==> src/rtl/pc_stack_if.sv <==
// pc_stack_if: control-unit to PC/stack-unit bundle.
// stack_err_o exists only when PC_STACK_CHECK_EN is defined.
interface pc_stack_if #(
    parameter int PC_W        = 12,
    parameter int STACK_DEPTH = 8
);
    localparam int DW = $clog2(STACK_DEPTH) + 1;

    logic            pc_en_i;
    logic [3:0]      pc_oper_i;
    logic            jsb_i;
    logic            ret_i;
    logic            reti_i;
    logic [PC_W-1:0] addr_i;
    logic [7:0]      disp_i;
    logic            z_i;
    logic            c_i;

    logic [PC_W-1:0] pc_o;
    logic            int_active_o;
    logic            sav_z_o;
    logic            sav_c_o;
    logic            flag_restore_o;
    logic [DW-1:0]   stack_depth_o;
`ifdef PC_STACK_CHECK_EN
    logic            stack_err_o;
`endif

    modport master (
        output pc_en_i, pc_oper_i, jsb_i, ret_i, reti_i,
        output addr_i, disp_i, z_i, c_i,
        input  pc_o, int_active_o, sav_z_o, sav_c_o,
        input  flag_restore_o, stack_depth_o
`ifdef PC_STACK_CHECK_EN
        , input stack_err_o
`endif
    );

    modport slave (
        input  pc_en_i, pc_oper_i, jsb_i, ret_i, reti_i,
        input  addr_i, disp_i, z_i, c_i,
        output pc_o, int_active_o, sav_z_o, sav_c_o,
        output flag_restore_o, stack_depth_o
`ifdef PC_STACK_CHECK_EN
        , output stack_err_o
`endif
    );
endinterface

==> src/rtl/pc_stack_unit.sv <==
// pc_stack_unit: PC sequencer with return stack and one-level interrupt save.
// Define PC_STACK_CHECK_EN for overflow/underflow protection and stack_err_o.
module pc_stack_unit #(
    parameter int PC_W        = 12,
    parameter int STACK_DEPTH = 8
) (
    input logic       clk,
    input logic       rst_n,
    pc_stack_if.slave bus
);
    localparam int AW = $clog2(STACK_DEPTH);
    localparam int DW = AW + 1;
    localparam logic [DW-1:0] FULL = DW'(STACK_DEPTH);
    localparam logic [3:0] OP_BZ  = 4'b0100;
    localparam logic [3:0] OP_BNZ = 4'b0101;
    localparam logic [3:0] OP_BC  = 4'b0110;
    localparam logic [3:0] OP_BNC = 4'b0111;
    localparam logic [3:0] OP_JMP = 4'b1000;
    localparam logic [3:0] OP_INT = 4'b1100;

    logic [1:0]      rst_q;
    logic            run;
    logic [PC_W-1:0] pc_q, pc_d, spc_q, spc_d;
    logic            int_q, int_d, sz_q, sz_d, sc_q, sc_d;
    logic            fr_q, fr_d;
    logic [AW-1:0]   ptr_q, ptr_d, top_m1;
    logic [DW-1:0]   dep_q, dep_d;
    logic            push, full, empty;
    logic [PC_W-1:0] pc_inc, pc_br;
    logic            en, do_reti, do_ret, do_jsb, do_op;
    logic [PC_W-1:0] mem [STACK_DEPTH];
`ifdef PC_STACK_CHECK_EN
    logic            err_q, err_d;
`endif

    // updates stay blocked until reset release has crossed two clk edges
    always_ff @(posedge clk or negedge rst_n) begin
        if (!rst_n) rst_q <= 2'b00;
        else        rst_q <= {rst_q[0], 1'b1};
    end
    assign run = rst_q[1];

    assign en      = run & bus.pc_en_i;
    assign do_reti = en & bus.reti_i;
    assign do_ret  = en & ~bus.reti_i & bus.ret_i;
    assign do_jsb  = en & ~bus.reti_i & ~bus.ret_i & bus.jsb_i;
    assign do_op   = en & ~bus.reti_i & ~bus.ret_i & ~bus.jsb_i;

    assign pc_inc = pc_q + PC_W'(1);
    assign pc_br  = pc_inc + PC_W'($signed(bus.disp_i));
    assign top_m1 = ptr_q - AW'(1);
    assign full   = (dep_q == FULL);
    assign empty  = (dep_q == '0);

    always_comb begin
        pc_d  = pc_q;
        spc_d = spc_q;
        int_d = int_q;
        sz_d  = sz_q;
        sc_d  = sc_q;
        fr_d  = 1'b0;
        ptr_d = ptr_q;
        dep_d = dep_q;
        push  = 1'b0;
`ifdef PC_STACK_CHECK_EN
        err_d = err_q;
`endif
        unique case (1'b1)
            do_reti: begin
                if (int_q) begin
                    pc_d  = spc_q;
                    int_d = 1'b0;
                    fr_d  = 1'b1;
                end else begin
                    pc_d = pc_inc;
                end
            end
            do_ret: begin
`ifdef PC_STACK_CHECK_EN
                if (empty) begin
                    pc_d  = pc_inc;
                    err_d = 1'b1;
                end else begin
                    pc_d  = mem[top_m1];
                    ptr_d = top_m1;
                    dep_d = dep_q - DW'(1);
                end
`else
                pc_d  = mem[top_m1];
                ptr_d = top_m1;
                if (!empty) dep_d = dep_q - DW'(1);
`endif
            end
            do_jsb: begin
                pc_d = bus.addr_i;
`ifdef PC_STACK_CHECK_EN
                if (full) begin
                    err_d = 1'b1;
                end else begin
                    push  = 1'b1;
                    ptr_d = ptr_q + AW'(1);
                    dep_d = dep_q + DW'(1);
                end
`else
                // ring overwrite: a full push replaces the oldest entry
                push  = 1'b1;
                ptr_d = ptr_q + AW'(1);
                if (!full) dep_d = dep_q + DW'(1);
`endif
            end
            do_op: begin
                case (bus.pc_oper_i)
                    OP_BZ:   pc_d = bus.z_i  ? pc_br : pc_inc;
                    OP_BNZ:  pc_d = !bus.z_i ? pc_br : pc_inc;
                    OP_BC:   pc_d = bus.c_i  ? pc_br : pc_inc;
                    OP_BNC:  pc_d = !bus.c_i ? pc_br : pc_inc;
                    OP_JMP:  pc_d = bus.addr_i;
                    OP_INT: begin
                        if (!int_q) begin
                            spc_d = pc_q;
                            sz_d  = bus.z_i;
                            sc_d  = bus.c_i;
                            pc_d  = PC_W'(1);
                            int_d = 1'b1;
                        end else begin
                            pc_d = pc_inc;
                        end
                    end
                    default: pc_d = pc_inc;
                endcase
            end
            default: ;
        endcase
    end

    always_ff @(posedge clk or negedge rst_n) begin
        if (!rst_n) begin
            pc_q  <= '0;
            spc_q <= '0;
            int_q <= 1'b0;
            sz_q  <= 1'b0;
            sc_q  <= 1'b0;
            fr_q  <= 1'b0;
            ptr_q <= '0;
            dep_q <= '0;
        end else begin
            pc_q  <= pc_d;
            spc_q <= spc_d;
            int_q <= int_d;
            sz_q  <= sz_d;
            sc_q  <= sc_d;
            fr_q  <= fr_d;
            ptr_q <= ptr_d;
            dep_q <= dep_d;
        end
    end

`ifdef PC_STACK_CHECK_EN
    always_ff @(posedge clk or negedge rst_n) begin
        if (!rst_n) err_q <= 1'b0;
        else        err_q <= err_d;
    end
    assign bus.stack_err_o = err_q;
`endif

    always_ff @(posedge clk) begin
        if (push) mem[ptr_q] <= pc_inc;
    end

    assign bus.pc_o           = pc_q;
    assign bus.int_active_o   = int_q;
    assign bus.sav_z_o        = sz_q;
    assign bus.sav_c_o        = sc_q;
    assign bus.flag_restore_o = fr_q;
    assign bus.stack_depth_o  = dep_q;
endmodule

==> src/flat_wrapper.sv <==
// flat-port wrapper written by rule: the top's interface ports become plain ports
module pc_stack_unit_flat 
#(
    parameter int PC_W        = 12,
    parameter int STACK_DEPTH = 8
)
  (clk, rst_n, bus_pc_en_i, bus_pc_oper_i, bus_jsb_i, bus_ret_i, bus_reti_i, bus_addr_i, bus_disp_i, bus_z_i, bus_c_i, bus_pc_o, bus_int_active_o, bus_sav_z_o, bus_sav_c_o, bus_flag_restore_o, bus_stack_depth_o);
  pc_stack_if #(.PC_W(PC_W), .STACK_DEPTH(STACK_DEPTH)) bus_i ();
  input logic clk;
  input logic rst_n;
  input wire logic [$bits(bus_i.pc_en_i)-1:0] bus_pc_en_i;
  input wire logic [$bits(bus_i.pc_oper_i)-1:0] bus_pc_oper_i;
  input wire logic [$bits(bus_i.jsb_i)-1:0] bus_jsb_i;
  input wire logic [$bits(bus_i.ret_i)-1:0] bus_ret_i;
  input wire logic [$bits(bus_i.reti_i)-1:0] bus_reti_i;
  input wire logic [$bits(bus_i.addr_i)-1:0] bus_addr_i;
  input wire logic [$bits(bus_i.disp_i)-1:0] bus_disp_i;
  input wire logic [$bits(bus_i.z_i)-1:0] bus_z_i;
  input wire logic [$bits(bus_i.c_i)-1:0] bus_c_i;
  output wire logic [$bits(bus_i.pc_o)-1:0] bus_pc_o;
  output wire logic [$bits(bus_i.int_active_o)-1:0] bus_int_active_o;
  output wire logic [$bits(bus_i.sav_z_o)-1:0] bus_sav_z_o;
  output wire logic [$bits(bus_i.sav_c_o)-1:0] bus_sav_c_o;
  output wire logic [$bits(bus_i.flag_restore_o)-1:0] bus_flag_restore_o;
  output wire logic [$bits(bus_i.stack_depth_o)-1:0] bus_stack_depth_o;
  assign bus_i.pc_en_i = bus_pc_en_i;
  assign bus_i.pc_oper_i = bus_pc_oper_i;
  assign bus_i.jsb_i = bus_jsb_i;
  assign bus_i.ret_i = bus_ret_i;
  assign bus_i.reti_i = bus_reti_i;
  assign bus_i.addr_i = bus_addr_i;
  assign bus_i.disp_i = bus_disp_i;
  assign bus_i.z_i = bus_z_i;
  assign bus_i.c_i = bus_c_i;
  assign bus_pc_o = bus_i.pc_o;
  assign bus_int_active_o = bus_i.int_active_o;
  assign bus_sav_z_o = bus_i.sav_z_o;
  assign bus_sav_c_o = bus_i.sav_c_o;
  assign bus_flag_restore_o = bus_i.flag_restore_o;
  assign bus_stack_depth_o = bus_i.stack_depth_o;
  pc_stack_unit #(.PC_W(PC_W), .STACK_DEPTH(STACK_DEPTH)) u_core (.clk(clk), .rst_n(rst_n), .bus(bus_i));
endmodule
==> config.mk <==
export PLATFORM = sky130hd
export DESIGN_NAME = pc_stack_unit_flat
export DESIGN_NICKNAME = d
export VERILOG_FILES = /design/src/rtl/pc_stack_if.sv /design/src/rtl/pc_stack_unit.sv /design/src/flat_wrapper.sv
export SDC_FILE = /design/constraint.sdc
export NUM_CORES = 1
export LEC_CHECK = 0
export CAP_MARGIN = 20
export CORE_MARGIN = 4
export CORE_UTILIZATION = 35
export CTS_BUF_LIST = sky130_fd_sc_hd__clkbuf_4 sky130_fd_sc_hd__clkbuf_8
export DETAILED_ROUTE_END_ITERATION = 8
export PLACE_DENSITY_LB_ADDON = 0.1
export SLEW_MARGIN = 20
export SYNTH_ARGS = -nofsm -noshare
export SYNTH_HDL_FRONTEND = slang
export SYNTH_SLANG_ARGS = --single-unit
==> constraint.sdc <==
create_clock -name clk -period 6.4 [get_ports clk]
set_input_delay 0.96 -clock clk [delete_from_list [all_inputs] [get_ports clk]]
set_output_delay 0.96 -clock clk [all_outputs]
set_load 0.02 [all_outputs]
==> results of run 1 <==
power by group:
part	switching [mW]	total (mW)	internal, mW
clock	0.372	0.768	0.396
combinational	0.880	1.55	0.668
sequential	0.123	1.23	1.11
total	1.37	3.55	2.17
layer usage:
metal / vias to the layer above / track usage [%]
met5: - / 0
met4: 0 / 4.70
met3: 14 / 3.64
met2: 131 / 29.0
met1: 2222 / 23.5
li1: 1994 / -
final cells by class:
class / count / area [µm²]
Tap cell: 234 / 293
Multi-Input combinational cell: 310 / 2710
Inverter: 14 / 52.6
Sequential cell: 133 / 3810
Clock buffer: 17 / 234
Timing Repair Buffer: 61 / 581
Fill cell: 1724 / 10800
Clock inverter: 15 / 193
cell families after synthesis:
kind of cell,synth area share (%)
xor gates and xnor gates,3.30
buffers and inverters,2.38
DFF,57.4
and+or+nand+nor,8.37
AOI/OAI and AO/OA,10.5
other,0.0565
muxes,14.0
adders and majority gates,4.00
cells in the final DEF, fill, tap and decap left out, types with 5 or more instances in the layout:
master	instances
edfxtp_1	96
clkdlybuf4s50_1	50
dfrtp_1	36
nand2_1	30
mux4_2	24
a21oi_1	20
xnor2_1	18
ha_1	18
clkbuf_8	17
nor2_1	16
mux2_1	16
inv_1	13
nand3_1	12
o21ai_0	12
a21o_1	11
mux2_2	10
buf_4	10
mux2i_1	8
xor2_1	7
a22oi_1	7
a222oi_1	6
inv_6	6
and3_1	5
o21ai_1	5
nor3b_1	5
worst max-delay path, cell delays in order (launching register included):
cell	delay, ps
dfrtp_1	530
ha_1	320
nand3_1	120
xnor2_1	720
ha_1	410
and3_1	200
a221oi_1	500
o221ai_1	250
a41o_1	300
a311oi_1	270
o41ai_1	120
synthesized netlist by cell type (10+ instances only):
cell type	number
edfxtp_1	96
dfrtp_1	37
nand2_1	30
mux4_2	24
a21oi_1	20
ha_1	18
xnor2_1	18
nor2_1	17
mux2_1	16
inv_1	13
buf_2	12
nand3_1	12
o21ai_0	12
a21o_1	11
clkbuf_1	10
mux2_2	10
how the worst max path moves through the flow:
stage,end,slack [ps],cells past startpoint
final,u_core.bus.pc_o[11]$_DFFE_PN0P_,2510,10
after CTS,u_core.bus.pc_o[11]$_DFFE_PN0P_,2490,10
after floorplan,u_core.bus.pc_o[11]$_DFFE_PN0P_,3140,10
after detailed placement,u_core.bus.pc_o[11]$_DFFE_PN0P_,2520,10
after global routing,u_core.bus.pc_o[11]$_DFFE_PN0P_,2100,10
after global placement,u_core.bus.pc_o[11]$_DFFE_PN0P_,2530,10
registers in the layout (all words and copies together), names as in the netlist:
register and flops:
u_core.bus.pc_o 12, u_core.bus.sav_z_o 1, u_core.bus.sav_c_o 1, u_core.mem 96, u_core.bus.flag_restore_o 1, u_core.spc_q 12
u_core.bus.int_active_o 1, u_core.bus.stack_depth_o 4, u_core.ptr_q 3, u_core.rst_q 2
per-stage QoR:
| stage | setup slack (ps) | std cells | power (mW) | cell area, µm² |
|---|---|---|---|---|
| finish | 2510 | 784 | 3.55 | 7870 |
| global route | 2100 | 784 | 3.76 | 7870 |
| CTS | 2490 | 784 | 3.58 | 7870 |
| detailed placement | 2520 | 752 | 2.81 | 7440 |
| global placement | 2530 | 752 | 2.80 | 7430 |
| floorplan | 3140 | 480 | 2.23 | 6640 |
==> out/summary.md, run 1 <==
The highest clock rate is 257 MHz. For hold timing, the worst endpoint is u_core.rst_q[1]$_DFF_PN0_. The analysis attributes to cell leakage a power of 2.90 nW.

The worst setup skew after layout is 17.3 ps. The run gives 50 as the placement row count. The critical path is of the flop to flop type.

The global-route usage over all layers is 17.5%, and the final core area utilization is 42.1%. Max-cap violations in this run came to 0. In the final routing, the length of wire on met1 measures 7960 µm. The post-route setup TNS was 0 ps. After synthesis, the cell types taking the most area are edfxtp_1 43%, dfrtp_1 14%, mux4_2 8.1%, ha_1 3.4%, mux2_1 2.7%. The run gives 6700 ps as the required time of the worst setup path. The run gives 0 as the number of gates given a new drive strength after cts.

The total overflow left after global routing is 0. Setup violations remaining at the end of the flow were counted as 0. The wire length of the first global-routing pass was 28100 µm.

The tools report the initial antenna violation count as 0. The run gives 450 ps as the source-to-sink clock delay at the later pin of the worst-skew pair. Along the worst path, the maximum fanout reaches 11. Headroom to the max-slew limit came out at 35.0%. The wire length per cell after detailed routing was 22.9 µm; the horizontal extent of the die was 146 µm.

CTS placed an instance of clkbuf_8 at the clock tree root. The repair_antennas step left the layout with diodes totalling 0. Dividing total power by cell area gives a power density of 451 mW/mm². Data arrives at the worst endpoint at 4180 ps. The tools report the number of max-slew violations in the final report as 0. The die covers 0.0212 mm². In this run the standard cell core region covers 0.0187 mm².

STA classifies the critical path endpoint as a flop. Routability-driven placement finished with a final weighted congestion of 0.882. The H-tree level count was 4; the highest ir drop seen on vdd was 0.177 mV. The count of nets left with antenna violations once routing finished came out at 0. In the finished design, the share of the clock period the worst path needs comes to 60.7%. The synthesized netlist occupies a cell area of 0.00664 mm². In the synthesized netlist the dominant register cell turns out to be edfxtp_1. The detailed router finished its first iteration with 283 violations.

Summed over all nets, wire length on met3 after detailed routing comes to 787 µm. Tracing the worst setup path back leads to its startpoint at u_core.bus.pc_o[0]$_DFFE_PN0P_. The number of ports placed on the die boundary is 52.

Setup repair after global routing left no endpoint under its margin. Detailed routing placed a total of 8950 µm of wire on met2. Of all cell types, the one taking the most synthesized area is edfxtp_1.

The vertical die dimension is 146 µm, and the mean instance size in the synthesized netlist is 13.8 µm². The buffer depth of the longest clock path is 2. In the routed layout, each cell is associated on average with a via count of 5.56. Clock tree synthesis inserted a total of 17 buffers. Cells with a size suffix above 1 make up 16.5% of the layout. The Yosys step of the flow raised 0 warnings. Of all flip-flops after synthesis, the portion carrying an async set or reset was 27.8%. In this run the most critical hold path is launched from u_core.rst_q[0]$_DFF_PN0_. The routed via count came out at 4361.

The layout overhead on the synthesized area was 18.6%; the hold buffer count at CTS was 0. Counting every instance in the synthesized netlist gives 480. Entering global routing, the biggest net connects 38 pins. The slew of the pin with the lowest slew margin works out to 968 ps. Endpoint of the most critical register-to-register path: u_core.bus.pc_o[11]$_DFFE_PN0P_.

The highest metal layer with signal wires is met4. The number of cells traversed by the worst register-to-register path was 10; the number of DRC violations after detailed routing was 0. After synthesis, the largest area contributor takes up 43.4% of total cell area. The HPWL reported at the end of detailed placement was 12800 µm; the post-CTS clock slew at the launch and capture registers of the worst setup and hold paths was 90 ps.

The worst setup path is launched from a flop. The logs give 57.4% for the portion of the post-synthesis area used by sequential elements and 0 for the number of buffers inserted to repair setup after CTS. Setup slack on the worst reg-to-reg path comes out at 2510 ps. The count of final hold-check violations is 0, and the worst slack on hold paths is 352 ps.

TritonCTS built the clock tree. Counting instances, the worst hold path has a depth of 0. The minimum clock period is 3890 ps. The count of port buffers added during placement was 51.

The initial core utilization is 35.5%. The path type of the worst min-delay path is flop to flop. For the detailed-router iteration count before antenna repair, the log shows 5. Counting flops with a built-in enable in the synthesized netlist gives 96. The worst register-to-register path begins at u_core.bus.pc_o[0]$_DFFE_PN0P_. The register bit total from synthesis came out at 133. The run gives 4648 as the via count of the first global-routing pass. The clock net in this run drives a total of 133 sinks.

Synthesis produced a netlist with a net count of 532. The flow ran to the end, and the final reports show no timing, DRC or antenna violations. For the sum of routed wire length over all layers, the log shows 18000 µm. The net count of the finished layout is 589.

The number of distinct library cells after synthesis came out at 68.
(Power assumes the default switching activity.)
==> inputs of run 2 (changes only) <==
- clock period: 6.4 -> 3.4 ns (I/O delays scaled with it)
==> run 2 against run 1 <==
Net effect: critical endpoint unchanged; global-route usage shrank 0.069 points; register-to-register slack got worse by 2200 ps; count of clock-buffer cells in the layout is 1 higher.
==> out/summary.md, run 2 (synthesis gave the netlist of run 1 again) <==
The wire length per cell after detailed routing was 22.4 µm (was 22.9 µm); the wire length of the first global-routing pass was 28000 µm (was 28100 µm). The share of the cycle needed by the critical path after routing is 89.9% (was 60.7%), and the final core area utilization is 42.7% (was 42.1%). The run finished with clean final reports. The logs give 40.1% (was 35.0%) for the max-slew headroom at the worst pin and 18100 µm (was 18000 µm) for the sum of routed wire length over all layers. Most common cell after layout, fill and taps aside: edfxtp_1 (unchanged).

The hold buffer count at CTS is 0 (unchanged), and the arrival time of data at the critical path endpoint is 3370 ps (was 4180 ps). The run gives 4434 (was 4361) as the routed via count. The number of cells traversed by the worst register-to-register path is 9 (was 10), and the highest clock rate is 327 MHz (was 257 MHz). The number of nets in the layout was 611 (was 589). The logs give 133 (unchanged) for the number of sinks handled by clock tree synthesis and 0 (unchanged) for the number of setup violations in the final report. The layout overhead on the synthesized area came out at 20.3% (was 18.6%). Total area of sequential cells: 0.00381 mm² (unchanged). The register name with the most flops was u_core.mem (unchanged).

The critical-path cell with the highest stage delay is dfrtp_1 (was xnor2_1). The residual antenna-violating net count after detailed routing is 0 (unchanged), and the count of final hold-check violations is 0 (unchanged). The logs give 4 (unchanged) for the H-tree level count and 17.4% (was 17.5%) for the global-route usage over all layers.

The source-to-sink clock delay at the later pin of the worst-skew pair is 440 ps (was 450 ps). The maximum number of pins on one net before global-route repair came out at 38 (unchanged). The run gives 4762 (was 4648) as the via count of the first global-routing pass. The global placer's final weighted congestion was 0.924 (was 0.882). The horizontal extent of the die works out to 146 µm (unchanged). The via density per instance was 5.50 (was 5.56).

For the placement row count, the log shows 50 (unchanged). The tools report the type of origin of the critical path as a flop (unchanged). Buffer depth of the longest clock path: 2 (unchanged). TritonCTS built the clock tree. The highest ir drop seen on vdd is 0.330 mV (was 0.177 mV).

The tools report the initial antenna violation count as 0 (unchanged). Number of max-slew violations in the final report: 0 (unchanged). The clock tree root driver cell was clkbuf_8 (unchanged). For the filler cell count in the final layout, the log shows 1730 (was 1724). The kind of critical path was flop to flop (unchanged). The run gives 52 (unchanged) as the number of ports placed on the die boundary. The number of DRC violations after detailed routing is 0 (unchanged), and the footprint of the multi-input gates is 0.00270 mm² (was 0.00271 mm²).

The number of flip-flops in the largest register was 96 (unchanged). The tools report the count of max-cap constraint violations as 0 (unchanged). Source of the worst register-to-register timing path: u_core.bus.pc_o[2]$_DFFE_PN0P_ (was u_core.bus.pc_o[0]$_DFFE_PN0P_). The run gives 0 ps (unchanged) as the post-route setup TNS. The final global-route overflow total is 0 (unchanged). The tools report the timing startpoint of the critical path as u_core.bus.pc_o[2]$_DFFE_PN0P_ (was u_core.bus.pc_o[0]$_DFFE_PN0P_). The run gives 12600 µm (was 12800 µm) as the HPWL reported at the end of detailed placement. The total buffers and inverters traversed by the critical path was 0 (unchanged); the violation count after the first detailed-route iteration was 325 (was 283). The count of port buffers added during placement is 51 (unchanged), and the delay contributed by the slowest stage of the critical path is 540 ps (was 720 ps). The post-CTS clock slew at the launch and capture registers of the worst setup and hold paths came out at 80 ps (was 90 ps).

The area inside the core boundary is 0.0187 mm² (unchanged). The tools report the number of buffers inserted to repair setup after CTS as 0 (unchanged). Most frequent cells in the layout: 96 x edfxtp_1, 50 x clkdlybuf4s50_1, 36 x dfrtp_1 (unchanged).

The worst setup skew after layout was 10.3 ps (was 17.3 ps); the minimum clock period was 3060 ps (was 3890 ps). The total inserted antenna cells was 0 (unchanged). The critical path depth is 9 (was 10), and the peak fanout along the critical path is 9 (was 11).

The power density over cell area was 828 mW/mm² (was 451 mW/mm²). Endpoint type of the worst setup path: a flop (unchanged). The static leakage is 2.96 nW (was 2.90 nW), and the slew of the pin with the lowest slew margin is 898 ps (was 968 ps).

The full die area was 0.0212 mm² (unchanged); the number of CTS-inserted buffers was 17 (unchanged). Setup repair after global routing left no endpoint under its margin. The tools report the required time of the worst setup path as 3710 ps (was 6700 ps). The cell family with the largest share of critical-path delay was compound AO/OA/AOI/OAI gates (unchanged). Cells along the critical path: nand3_1, xnor2_1, ha_1, a21o_1, a221oi_2, o221ai_1, a41o_1, a311oi_1, o41ai_1 (was ha_1, nand3_1, xnor2_1, ha_1, and3_1, a221oi_1, o221ai_1, a41o_1, a311oi_1, o41ai_1). For the initial core utilization, the log shows 35.5% (unchanged). The path type of the worst min-delay path was input pin to async pin (was flop to flop). The vertical die dimension was 146 µm (unchanged). The detailed-router iteration count before antenna repair is 6 (was 5), and the ratio of cells with drive above 1 in the final layout is 19.6% (was 16.5%).
==> run 2: cell types whose count changed in the layout (fill, tap and decap cells not counted) <==
cell and change:
nor3_4 -2, clkinv_4 -3, clkbuf_4 +1, clkinv_2 +3, bufinv_16 -1, buf_4 +22
nor3_2 +2, a221oi_1 -1, inv_8 -1, inv_6 -4, clkinvlp_4 +3, a221oi_2 +1
clkinv_1 +2
==> run 2: area by class of cell <==
| cell class | count | area share, % |
|---|---|---|
| clock inverter | 14 | 1.69 |
| tap | 234 | 3.67 |
| multi-input combinational | 310 | 33.9 |
| inverter | 14 | 0.658 |
| sequential | 133 | 47.7 |
| timing repair buffer | 83 | 9.34 |
| clock buffer | 18 | 3.03 |
==> run 2: path summary, 6_finish.rpt <==
check	end	slack, ps
setup reg to reg	u_core.bus.pc_o[11]$_DFFE_PN0P_	340
min in group clk	u_core.rst_q[1]$_DFF_PN0_	360
setup / recovery	u_core.bus.pc_o[11]$_DFFE_PN0P_	340
hold reg to reg	u_core.rst_q[1]$_DFF_PN0_	360
hold / removal	u_core.rst_q[1]$_DFF_PN0_	190
max in group asynchronous	u_core.ptr_q[0]$_DFFE_PN0P_	2590
==> run 2: repair_timing <==
action                     4_1_cts  5_1_grt
gates resized for setup          0        2
hold endpoints to repair         0        0
setup endpoints to repair        0        2
==> run 2: worst reg2reg max path, stage by stage (launching register included) <==
cell      delay [ps]
dfrtp_1          540
nand3_1          250
xnor2_1          310
ha_1             310
a21o_1           200
a221oi_2         390
o221ai_1         250
a41o_1           310
a311oi_1         260
o41ai_1          110
==> run 2: per-stage QoR <==
step	area [µm²]	hold slack (ps)	setup WS (ps)	power, mW	cells
after floorplan	6640	214	143	4.20	480
after global placement	7600	340	279	5.31	774
after detailed placement	7600	348	178	5.34	774
after CTS	7970	198	184	6.65	806
after global routing	7980	232	67.5	7.02	806
final	7980	192	344	6.61	806
==> run 2: routing by layer <==
layer	track usage [%]	part of all wire, %
met5	0	0
met4	5.89	1.8
met3	3.30	3.9
met2	28.5	49
met1	23.4	46
==> run 2: where the power goes <==
part           internal (mW)  switching (mW)  total [mW]
Clock                  0.652           0.636        1.29
Sequential              2.08           0.227        2.31
Combinational           1.34            1.67        3.01
Total                   4.08            2.53        6.61
==> inputs of run 3 (changes only) <==
- SLEW_MARGIN: 20 -> 10
==> results of run 3 <==
Final layout, timing and power as in run 2 (identical DEF).
